--- src/rtl/reg_file_pkg.sv ---
// Shared constants and types for the reg_file_sb register file and its scoreboard.
package reg_file_pkg;

  localparam int unsigned SIZE_DEF   = 8;
  localparam int unsigned ADDR_W_DEF = 3;
  localparam int unsigned ZERO_ADDR  = 0;

  typedef enum logic {
    PORT_A = 1'b0,
    PORT_B = 1'b1
  } rd_port_e;

endpackage

--- src/rtl/rf_scoreboard.sv ---
// Busy-bit scoreboard: reservation sets, write-back clears, reservation wins on collision.
// With REG_FILE_SB_BYPASS_EN defined, a same-cycle write-back masks the per-port busy lookup.
module rf_scoreboard
  import reg_file_pkg::*;
#(
  parameter  int unsigned ADDR_W   = ADDR_W_DEF,
  localparam int unsigned NUM_REGS = 2 ** ADDR_W
) (
  input  logic                clk_i,
  input  logic                rst_n_i,
  input  logic                rsv_en_i,
  input  logic [ADDR_W-1:0]   rsv_addr_i,
  input  logic                wr_en_i,
  input  logic [ADDR_W-1:0]   wr_addr_i,
  input  logic [ADDR_W-1:0]   addr_a_i,
  input  logic [ADDR_W-1:0]   addr_b_i,
  output logic [NUM_REGS-1:0] busy_o,
  output logic                busy_a_c,
  output logic                busy_b_c
);

  logic [NUM_REGS-1:0] busy_q, busy_d;

  // Clear first so a same-edge reservation overrides the write-back.
  always_comb begin
    busy_d = busy_q;
    if (wr_en_i) begin
      busy_d[wr_addr_i] = 1'b0;
    end
    if (rsv_en_i) begin
      busy_d[rsv_addr_i] = 1'b1;
    end
    busy_d[ZERO_ADDR] = 1'b0;
  end

  always_ff @(posedge clk_i or negedge rst_n_i) begin
    if (!rst_n_i) begin
      busy_q <= '0;
    end else begin
      busy_q <= busy_d;
    end
  end

`ifdef REG_FILE_SB_BYPASS_EN
  logic wr_hit_a, wr_hit_b;

  always_comb begin
    wr_hit_a = wr_en_i && (wr_addr_i == addr_a_i);
    wr_hit_b = wr_en_i && (wr_addr_i == addr_b_i);
    busy_a_c = busy_q[addr_a_i] & ~wr_hit_a;
    busy_b_c = busy_q[addr_b_i] & ~wr_hit_b;
  end
`else
  always_comb begin
    busy_a_c = busy_q[addr_a_i];
    busy_b_c = busy_q[addr_b_i];
  end
`endif

  assign busy_o = busy_q;

endmodule

--- src/rtl/reg_file_sb.sv ---
// 2-read/1-write register file with busy scoreboard; entry 0 reads as zero.
// Optional REG_FILE_SB_BYPASS_EN forwards a same-cycle write-back to the read ports.
module reg_file_sb
  import reg_file_pkg::*;
#(
  parameter  int unsigned SIZE     = SIZE_DEF,
  parameter  int unsigned ADDR_W   = ADDR_W_DEF,
  localparam int unsigned NUM_REGS = 2 ** ADDR_W
) (
  input  logic                clk_i,
  input  logic                rst_n_i,
  input  logic                rd_en_i,
  input  logic [ADDR_W-1:0]   rd_addr_a_i,
  input  logic [ADDR_W-1:0]   rd_addr_b_i,
  output logic [SIZE-1:0]     dout_a_o,
  output logic [SIZE-1:0]     dout_b_o,
  output logic                rd_valid_o,
  output logic                stall_o,
  input  logic                rsv_en_i,
  input  logic [ADDR_W-1:0]   rsv_addr_i,
  input  logic                wr_en_i,
  input  logic [ADDR_W-1:0]   wr_addr_i,
  input  logic [SIZE-1:0]     din_i,
  output logic [NUM_REGS-1:0] busy_o
);

  localparam logic [ADDR_W-1:0] ZERO_IDX = ADDR_W'(ZERO_ADDR);

  logic [NUM_REGS-1:0][SIZE-1:0] mem_q, mem_d;
  logic [SIZE-1:0]               dout_a_q, dout_a_d, dout_b_q, dout_b_d;
  logic                          rd_valid_q, rd_valid_d;
  logic [SIZE-1:0]               rd_a_c, rd_b_c;
  logic                          busy_a_c, busy_b_c, accept_c;

  rf_scoreboard #(
    .ADDR_W (ADDR_W)
  ) u_scoreboard (
    .clk_i      (clk_i),
    .rst_n_i    (rst_n_i),
    .rsv_en_i   (rsv_en_i),
    .rsv_addr_i (rsv_addr_i),
    .wr_en_i    (wr_en_i),
    .wr_addr_i  (wr_addr_i),
    .addr_a_i   (rd_addr_a_i),
    .addr_b_i   (rd_addr_b_i),
    .busy_o     (busy_o),
    .busy_a_c   (busy_a_c),
    .busy_b_c   (busy_b_c)
  );

  // Read muxes see pre-write storage unless the write is forwarded.
  always_comb begin
    rd_a_c = (rd_addr_a_i == ZERO_IDX) ? '0 : mem_q[rd_addr_a_i];
    rd_b_c = (rd_addr_b_i == ZERO_IDX) ? '0 : mem_q[rd_addr_b_i];
`ifdef REG_FILE_SB_BYPASS_EN
    if (wr_en_i && (wr_addr_i != ZERO_IDX) && (wr_addr_i == rd_addr_a_i)) begin
      rd_a_c = din_i;
    end
    if (wr_en_i && (wr_addr_i != ZERO_IDX) && (wr_addr_i == rd_addr_b_i)) begin
      rd_b_c = din_i;
    end
`endif
  end

  assign stall_o  = rd_en_i & (busy_a_c | busy_b_c);
  assign accept_c = rd_en_i & ~stall_o;

  always_comb begin
    mem_d      = mem_q;
    dout_a_d   = dout_a_q;
    dout_b_d   = dout_b_q;
    rd_valid_d = accept_c;
    if (wr_en_i && (wr_addr_i != ZERO_IDX)) begin
      mem_d[wr_addr_i] = din_i;
    end
    if (accept_c) begin
      dout_a_d = rd_a_c;
      dout_b_d = rd_b_c;
    end
  end

  always_ff @(posedge clk_i or negedge rst_n_i) begin
    if (!rst_n_i) begin
      mem_q      <= '0;
      dout_a_q   <= '0;
      dout_b_q   <= '0;
      rd_valid_q <= 1'b0;
    end else begin
      mem_q      <= mem_d;
      dout_a_q   <= dout_a_d;
      dout_b_q   <= dout_b_d;
      rd_valid_q <= rd_valid_d;
    end
  end

  assign dout_a_o   = dout_a_q;
  assign dout_b_o   = dout_b_q;
  assign rd_valid_o = rd_valid_q;

endmodule

--- config.mk ---
export PLATFORM = sky130hd
export DESIGN_NAME = reg_file_sb
export DESIGN_NICKNAME = d
export VERILOG_FILES = /design/src/rtl/reg_file_pkg.sv /design/src/rtl/rf_scoreboard.sv /design/src/rtl/reg_file_sb.sv
export SDC_FILE = /design/constraint.sdc
export NUM_CORES = 1
export LEC_CHECK = 0
export BUFFER_PORTS_ARGS = -buffer_cell sky130_fd_sc_hd__clkbuf_2
export CORE_UTILIZATION = 42
export CTS_CLUSTER_DIAMETER = 50
export DETAILED_ROUTE_END_ITERATION = 16
export HOLD_SLACK_MARGIN = 0.08
export PLACE_DENSITY = 0.72
export REMOVE_ABC_BUFFERS = 1
export SLEW_MARGIN = 30
export SYNTH_ARGS = -nofsm -noshare
export SYNTH_HDL_FRONTEND = slang
export SYNTH_HIERARCHICAL = 1
export SYNTH_SLANG_ARGS = --single-unit
--- constraint.sdc ---
create_clock -name clk_i -period 4.15 [get_ports clk_i]
set_input_delay 0.2075 -clock clk_i [delete_from_list [all_inputs] [get_ports clk_i]]
set_output_delay 0.2075 -clock clk_i [all_outputs]
set_load 0.03 [all_outputs]
==> results_dict.tcl, run 1 <==
set metrics [dict create \
    status "completed" \
    fp.dieW_um 100.9 \
    ff2ff_setup_slack_ns 1.63 \
    finalSetupViolCount 0 \
    die_h_um 100.9 \
    p_leak_nw 2.048 \
    grt_pass1_vias 2910 \
    peakVddDrop_mv 0.2248 \
    ys_seq_area_share_pct 48.74 \
    pin_count 51 \
    ys_types 32 \
    drv_cap 0 \
    layout-area-overhead-vs-synth_pct 14.59 \
    synth-seq-cells 80 \
    grt_overflow 0 \
    clkLatencyLatePin_ns 0.36 \
    final_layout_size_suffix_gt1_share_pct 42.13 \
    die_area_um2 10180 \
    critPathLaunch "u_scoreboard/busy_o[7]" \
    finalCoreUtilization_pct 50.23 \
    p_int_mw 1.691 \
    clockPowerShare_pct 27.4 \
    fmax_mhz 396.3 \
    clock-root-buffer "clkbuf_8" \
    htree_levels 3 \
    drcViolationCount 0 \
    switching_share_pct 33.12 \
    crit_type "register to register" \
    track_usage_pct 21.03 \
    cts.clk_slew.worst_paths_ns 0.08 \
    wire_per_inst_um 19.68 \
    fin_skew_ns 0.007009 \
    cts_tree "built" \
    hold_end "u_scoreboard/busy_o[6]" \
    synth_warnings 6 \
    viasPerCell 5.724 \
    synth_ff_type "dfrtp_1" \
    cts_resized 0 \
    critical_path.max_fanout 17 \
    power_switching_mw 0.8372 \
    vias 2885 \
    hp-start "rsv_addr_i[2]" \
    rows 35 \
    synthCells 323 \
    first_pass_iters 4 \
    diodes 0 \
    syn_area_um2 4108 \
    powerDensity_nw_per_um2 537.0 \
    hold_depth 3 \
    reg2regPathDepth 8 \
    final.min_clock_period_ns 2.523 \
    tns_ns 0 \
    core_um2 9371 \
    place_congestion 0.7851 \
    dp_hpwl_um 6645 \
    cp-end-kind "register" \
    seqPwrFrac_pct 44.6 \
    routed_wl_um 9918 \
    worst_pin_slew_ns 0.7440 \
    clock_path_buffers 2 \
    drt_iter0_markers 215 \
    port_buffers 49 \
    ant_nets 0 \
    power_frac_comb_pct 28.0 \
    cts.sinks 80 \
    drv_slew 0 \
    final_nets 395 \
    cp.arrival_ns 2.77 \
    hold_class "input port to register" \
    grt_start_max_net_pins 81 \
    syn_area_per_cell_um2 12.72 \
    r2r-start "u_scoreboard/busy_o[7]" \
    synth_edf_count 0 \
    finalCritPeriodShare_pct 60.80 \
    numCtsBuffers 9 \
    r2r-end "dout_a_o[5]" \
    grt_pass1_wl_um 15930 \
    antenna_found_initial 0 \
    async_flop_share_pct 100.0 \
    cp_data_required_time_ns 4.39 \
    fillCellCount 876 \
    total_power_mw 2.528 \
    rsz0062_at_grt "no" \
    start_util_pct 43.83 \
    slew_headroom_pct 50.14 \
    cp-start-kind "register" \
    finalHoldViolCount 0 \
]
## stage by stage
step,hold slack [ns],worst slack [ns],area [um^2],std cells
3_5_place_dp,0.3007,1.295,4433,485
3_3_place_gp,0.4371,1.467,4429,485
6_report,0.1435,1.627,4707,504
2_1_floorplan,-0.08809,1.961,3978,303
4_1_cts,0.1265,1.636,4707,504
5_1_grt,0.1523,1.391,4707,504
## timing repair
action,CTS,global route
hold endpoints to repair,81,0
setup buffers,0,0
hold buffers,3,0
setup endpoints to repair,0,0
## power groups by stage
stage / Sequential, mW / Clock (mW) / Combinational [mW]
2_1_floorplan: 1.24 / 0 / 0.349
3_3_place_gp: 1.13 / 0 / 0.692
3_5_place_dp: 1.14 / 0 / 0.707
4_1_cts: 1.13 / 0.702 / 0.714
5_1_grt: 1.15 / 0.741 / 0.766
6_report: 1.13 / 0.693 / 0.708
## layout make-up
type | instances | area (um^2) | area share [%]
Sequential cell | 80 | 2002 | 42.53
Multi-Input combinational cell | 222 | 1984 | 42.16
Timing Repair Buffer | 56 | 311.5 | 6.619
Tap cell | 129 | 161.4 | 3.429
Clock buffer | 9 | 123.9 | 2.632
Clock inverter | 7 | 120.1 | 2.552
Inverter | 1 | 3.754 | 0.07974
## worst max-delay path, stage by stage, from the launching register on
cell and delay [ns]:
dfrtp_1 0.44, mux4_2 0.48, nand2_1 0.07, o21ai_1 0.07, nor2_1 0.17, nand2_1 0.38
clkinv_1 0.41, o221ai_1 0.20, o22a_1 0.19
## cell families (layout without fill, tap and decap cells)
logic type | after synthesis | in the layout | synth area share, %
simple gates | 45 | 45 | 6.245
buf+inv | 21 | 73 | 3.259
mux | 110 | 110 | 30.52
compound gates | 66 | 66 | 11.15
other cells | 1 | 1 | 0.09129
flops | 80 | 80 | 48.74
## per-layer routing
metal | part of all wire, % | GRT usage [%] | vias up
li1 | - | - | 1325
met1 | 46 | 29.14 | 1462
met2 | 48 | 34.14 | 90
met3 | 5.3 | 4.161 | 8
met4 | 0.92 | 4.682 | 0
met5 | 0 | 0 | -
## cell usage in the layout, fill, tap and decap left out, types with 4 or more instances in the layout
master	instances
buf_4	4
nor2_1	5
mux2_2	80
a221oi_1	7
o31ai_1	9
nand2b_1	7
mux4_2	4
nand2_1	19
clkbuf_8	9
a211oi_1	4
clkbuf_2	48
o22ai_1	7
o22a_1	7
a21oi_1	7
dfrtp_1	80
mux2i_1	24
o21ai_0	12
o221ai_1	7
## cell usage after synthesis (2+ instances only)
cell type,instances,area (um^2)
o21ai_1,3,15.01
mux2i_1,24,240.2
a221oi_1,7,61.31
o21ai_0,12,60.06
nor2_1,5,18.77
clkbuf_1,4,15.01
mux4_2,4,90.09
a211oi_1,4,30.03
o221ai_1,7,61.31
o22ai_1,7,43.79
nand2b_1,7,43.79
and3b_1,2,17.52
a21oi_1,7,35.03
buf_6,4,45.04
mux2_2,80,900.9
buf_2,8,40.04
nor4bb_1,2,20.02
dfrtp_1,80,2002
nand2_1,19,71.32
nor2b_1,3,18.77
nand4b_1,3,26.28
mux2_1,2,22.52
o22a_1,7,61.31
buf_4,4,30.03
o31ai_1,9,67.56
a22oi_1,3,22.52
## worst max path at each step
| stage | endpoint | slack, ns | cells past startpoint |
|---|---|---|---|
| 6_report | dout_a_o[5] | 1.63 | 8 |
| 3_5_place_dp | dout_a_o[5] | 1.30 | 10 |
| 4_1_cts | dout_a_o[5] | 1.64 | 8 |
| 2_1_floorplan | dout_a_o[0] | 1.96 | 8 |
| 3_3_place_gp | dout_b_o[5] | 1.47 | 9 |
| 5_1_grt | dout_b_o[2] | 1.39 | 8 |
## flip-flops by register name, summed over array words and instances (netlist names)
register / flops
u_scoreboard/busy_o: 7
rd_valid_o: 1
dout_a_o: 8
mem_q: 56
dout_b_o: 8
(Power assumes the default switching activity.)
==> run 2, diff against run 1 <==
--- a/config.mk
+++ b/config.mk
@@ -10,7 +10,7 @@
 export CTS_CLUSTER_DIAMETER = 50
 export DETAILED_ROUTE_END_ITERATION = 16
 export HOLD_SLACK_MARGIN = 0.08
-export PLACE_DENSITY = 0.72
+export PLACE_DENSITY = 0.74
 export REMOVE_ABC_BUFFERS = 1
 export SLEW_MARGIN = 30
 export SYNTH_ARGS = -nofsm -noshare
==> constraint.sdc (replaced) <==
create_clock -name clk_i -period 2.3 [get_ports clk_i]
set_input_delay 0.115 -clock clk_i [delete_from_list [all_inputs] [get_ports clk_i]]
set_output_delay 0.115 -clock clk_i [all_outputs]
set_load 0.03 [all_outputs]
==> results_dict.tcl, run 2 (synthesized netlist as in run 1, its figures left out) <==
set metrics [dict create \
    layout-area-overhead-vs-synth_pct 16.14 \
    crit_chain "mux4_2, nand2_1, o21ai_1, nor2_1, nand2_1, clkinv_1, o221ai_1, o22a_1" \
    viasPerCell 5.732 \
    antenna_found_initial 0 \
    fmax_mhz 475.3 \
    design_area_um2 4771 \
    ff2ff_setup_slack_ns 0.20 \
    numCtsBuffers 9 \
    hold_class "input port to register" \
    grt_start_max_net_pins 42 \
    critical_path.max_fanout 17 \
    drcViolationCount 0 \
    clock-root-buffer "clkbuf_8" \
    fin_ws_ns 0.1963 \
    start_util_pct 43.83 \
    drt_iter0_markers 125 \
    cts_hold_buf 6 \
    cts.sinks 80 \
    die_h_um 100.9 \
    status "completed" \
    hold_end "u_scoreboard/busy_o[7]" \
    rsz0062_at_grt "no" \
    use_met2_pct 32.24 \
    cp-start-kind "register" \
    cts_setup_buffers 0 \
    hold_depth 3 \
    dpl-instance-area_um2 4517 \
    ant_nets 0 \
    cts_resized 0 \
    clock_path_buffers 2 \
    port_buffers 49 \
    cp_slowest_stage_delay_ns 0.49 \
    fillCellCount 844 \
    powerDensity_nw_per_um2 912.5 \
    final.min_clock_period_ns 2.104 \
    largest_register "mem_q" \
    vias 2952 \
    p_int_mw 2.896 \
    grt-busiest-layer "met2" \
    critical-path-slowest-cell "mux4_2" \
    instances_no_fill 515 \
    cp.arrival_ns 2.34 \
    reg2regPathDepth 8 \
    finalSetupViolCount 0 \
    routed_wl_um 9901 \
    first_pass_iters 4 \
    path_common_cell "nand2_1" \
    grt_use_met3_pct 4.993 \
    slew_headroom_pct 63.17 \
    finalHoldViolCount 0 \
    peakVddDrop_mv 0.3491 \
    die_area_um2 10180 \
    pin_count 51 \
    drv_cap 0 \
    htree_levels 3 \
    drv_slew 0 \
    grt_pass1_wl_um 15390 \
    power_frac_comb_pct 29.9 \
    hp-start "rsv_addr_i[0]" \
    rows 35 \
    final_layout_size_suffix_gt1_share_pct 43.01 \
    cp-end-kind "register" \
    clockPowerShare_pct 23.8 \
    fp.dieW_um 100.9 \
    grtUsageMet1_pct 27.53 \
    tns_ns 0 \
    place_congestion 0.8367 \
    final_cell_mix "mux2_2, dfrtp_1, clkbuf_2" \
    finalCoreUtilization_pct 50.91 \
    switching_share_pct 33.48 \
    placedCellCount 495 \
    r2r-end "dout_a_o[5]" \
    power_switching_mw 1.458 \
    seqPwrFrac_pct 46.2 \
    diodes 0 \
    finalCritPeriodShare_pct 91.47 \
    core_um2 9371 \
    fin_skew_ns 0.01405 \
    wire_per_inst_um 19.23 \
    final_nets 408 \
    largest_register_ffs 56 \
    grt_pass1_vias 2927 \
    cp_data_required_time_ns 2.54 \
    p_leak_nw 2.088 \
    cts_tree "built" \
    dp_hpwl_um 6518 \
    crit_type "register to register" \
    r2r-start "u_scoreboard/busy_o[7]" \
    clkLatencyLatePin_ns 0.35 \
    track_usage_pct 20.54 \
    cts.clk_slew.worst_paths_ns 0.08 \
    grt_overflow 0 \
    dpl_worst_slack_ns 0.2468 \
    worst_pin_slew_ns 0.5524 \
]
-- run 2: changes by cell type in the layout (fill, tap and decap cells not counted) --
cell,delta
clkbuf_8,+2
buf_4,+10
dlygate4sd3_1,+3
buf_6,-1
bufinv_16,-2
buf_12,+1
clkinv_4,-2
-- run 2: worst max-delay path by stage --
stage | startpoint | endpoint | cells after the start
floorplan | u_scoreboard/busy_o[7] | dout_a_o[0] | 8
global placement | u_scoreboard/busy_o[7] | dout_b_o[6] | 8
detailed placement | u_scoreboard/busy_o[7] | dout_a_o[5] | 8
CTS | u_scoreboard/busy_o[7] | dout_a_o[5] | 8
global route | u_scoreboard/busy_o[7] | dout_a_o[5] | 8
finish | u_scoreboard/busy_o[7] | dout_a_o[5] | 8
-- run 2: per-layer routing --
| layer | wire length (um) | part of all wire, % |
|---|---|---|
| met1 | 4616 | 47 |
| met2 | 4690 | 47 |
| met3 | 453 | 4.6 |
| met4 | 140 | 1.4 |
| met5 | 0 | 0 |
-- run 2: area by class of cell --
class                   count  area, um^2  share of cell area [%]
flip-flops and latches     80        2002                   41.96
multi-input cells         222        1984                   41.59
repair buffers             69       425.4                   8.917
well taps                 129       161.4                   3.383
clock buffers              11       151.4                   3.173
clock inverters             3       42.54                  0.8917
inverters                   1       3.754                 0.07868
-- run 2: power groups by stage --
stage          sequential (mW)  clock, mW  combinational, mW
2_1_floorplan             2.24          0              0.630
3_3_place_gp              2.02          0               1.26
3_5_place_dp              2.04          0               1.29
4_1_cts                   2.01       1.06               1.31
5_1_grt                   2.06       1.13               1.41
6_report                  2.01       1.04               1.30
-- run 2: critical path: cells and delay by family (launching register included) --
kind,cells,cell delay (ns)
compound gates,3,0.46
buf+inv,1,0.30
flops,1,0.42
mux,1,0.49
simple gates,3,0.31
-- run 2: per-stage QoR --
stage                     power (mW)  hold slack (ns)
after detailed placement       3.333           0.1396
after CTS                      4.386          0.08077
final                          4.353          0.08823
after floorplan                2.874          -0.1806
after global placement         3.281           0.1340
after global routing           4.596          0.09786
==> run 3, diff against run 2 <==
--- a/config.mk
+++ b/config.mk
@@ -9,6 +9,7 @@
 export CORE_UTILIZATION = 42
 export CTS_CLUSTER_DIAMETER = 50
 export DETAILED_ROUTE_END_ITERATION = 16
+export GPL_TIMING_DRIVEN = 0
 export HOLD_SLACK_MARGIN = 0.08
 export PLACE_DENSITY = 0.74
 export REMOVE_ABC_BUFFERS = 1
==> results_dict.tcl, run 3 (synthesized netlist as in run 1, its figures left out) <==
set metrics [dict create \
    instances_no_fill 504 \
    grt-busiest-layer "met2" \
    routed_wl_um 9415 \
    clkLatencyLatePin_ns 0.35 \
    finalSetupViolCount 0 \
    track_usage_pct 20.30 \
    grt_overflow 0 \
    worst_pin_slew_ns 0.7210 \
    grt_use_met3_pct 3.121 \
    ff_latch_area_um2 2002 \
    grt_pass1_wl_um 15430 \
    slew_headroom_pct 51.68 \
    place_congestion 0.7972 \
    drv_slew 0 \
    multi_input_area_um2 2009 \
    crit_type "register to register" \
    htree_levels 3 \
    core_um2 9371 \
    first_pass_iters 4 \
    placedCellCount 483 \
    cts.sinks 80 \
    grtUsageMet1_pct 27.91 \
    cp.arrival_ns 2.33 \
    largest_register "mem_q" \
    tns_ns 0 \
    grt_start_max_net_pins 81 \
    cts_tree "built" \
    clock-root-buffer "clkbuf_8" \
    fp.dieW_um 100.9 \
    largest_register_ffs 56 \
    cts.clk_slew.worst_paths_ns 0.08 \
    peakVddDrop_mv 0.3618 \
    final_cell_mix "mux2_2, dfrtp_1, clkbuf_2" \
    rsz0062_at_grt "no" \
    crit_chain "mux4_2, nand2_1, o21ai_1, nor2_1, nand2_4, inv_6, o221ai_1, o22a_1" \
    status "completed" \
    final.min_clock_period_ns 2.092 \
    fmax_mhz 478.0 \
    drt_iter0_markers 192 \
    final_layout_size_suffix_gt1_share_pct 41.60 \
    viasPerCell 5.573 \
    ant_nets 0 \
    antenna_found_initial 0 \
    numCtsBuffers 9 \
    total_power_mw 4.178 \
    drv_cap 0 \
    clock_path_buffers 2 \
    finalHoldViolCount 0 \
    vias 2809 \
    rows 35 \
    final_nets 395 \
    pin_count 51 \
    cp_slowest_stage_delay_ns 0.47 \
    powerDensity_nw_per_um2 894.4 \
    start_util_pct 43.83 \
    fin_skew_ns 0.01114 \
    critical-path-slowest-cell "mux4_2" \
    cts_setup_buffers 0 \
    layout-area-overhead-vs-synth_pct 13.71 \
    use_met2_pct 32.56 \
    die_area_um2 10180 \
    cp-start-kind "register" \
    cp_data_required_time_ns 2.54 \
    fillCellCount 835 \
    port_buffers 49 \
    p_leak_nw 2.035 \
    finalCritPeriodShare_pct 90.97 \
    cp-end-kind "register" \
    diodes 0 \
    hold_class "input port to register" \
    drcViolationCount 0 \
    dp_hpwl_um 6015 \
    die_h_um 100.9 \
    path_buf_inv 1 \
    cpLargestDelayFamily "simple AND/OR/NAND/NOR gates" \
    grt_pass1_vias 2960 \
    critical_path.max_fanout 17 \
    wire_per_inst_um 18.68 \
]
==> run 3: repair_timing <==
action / CTS / global route
resized for setup: 4 / 3
hold buffers: 5 / 0
hold endpoints to repair: 86 / 0
setup endpoints to repair: 9 / 7
==> run 3: per-layer routing <==
| metal | up-vias | part of all wire, % |
|---|---|---|
| li1 | 1317 | - |
| met1 | 1413 | 46 |
| met2 | 72 | 47 |
| met3 | 7 | 6.0 |
| met4 | 0 | 1.1 |
| met5 | - | 0 |
==> run 3: final cells by class <==
type / instances / share of cell area (%)
clock buffer: 11 / 2.813
clock inverter: 5 / 0.7233
inverter: 1 / 0.1875
multi-input combinational: 222 / 43.02
sequential: 80 / 42.86
tap: 129 / 3.456
timing repair buffer: 56 / 6.938
==> run 3: report_power, final <==
| part | total, mW | switching [mW] | internal, mW |
|---|---|---|---|
| Clock | 0.891 | 0.500 | 0.391 |
| Combinational | 1.28 | 0.709 | 0.574 |
| Sequential | 2.00 | 0.243 | 1.76 |
==> run 3: path summary, 6_finish.rpt <==
path                                        startpoint                endpoint  slack (ns)  cells past startpoint
worst max-delay path            u_scoreboard/busy_o[7]             dout_a_o[5]        0.21                      8
worst min-delay path                     rsv_addr_i[0]  u_scoreboard/busy_o[7]        0.10                      3
worst max register to register  u_scoreboard/busy_o[7]             dout_a_o[5]        0.21                      8
worst min register to register             dout_b_o[0]             dout_b_o[0]        0.48                      2
max in group asynchronous                      rst_n_i             dout_b_o[4]        1.49                      2
min in group asynchronous                      rst_n_i               mem_q[49]        0.34                      2
==> run 3: worst register-to-register path: cells and delay by family, from the launching register on <==
| kind | cells | cell delay (ns) |
|---|---|---|
| compound gates | 3 | 0.39 |
| mux | 1 | 0.47 |
| flops | 1 | 0.42 |
| simple gates | 3 | 0.50 |
| buf+inv | 1 | 0.20 |
==> run 3: metrics by stage <==
stage               worst slack, ns  util [%]  instance area, um^2  hold WS [ns]
detailed placement          -0.8116     47.36                 4438        0.1954
CTS                         0.03125     49.75                 4662       0.09245
global route                0.02863     49.84                 4671        0.1013
floorplan                    0.1113         -                 3978       -0.1806
global placement            -0.8415     46.78                 4384        0.3449
finish                       0.2078     49.84                 4671        0.1010
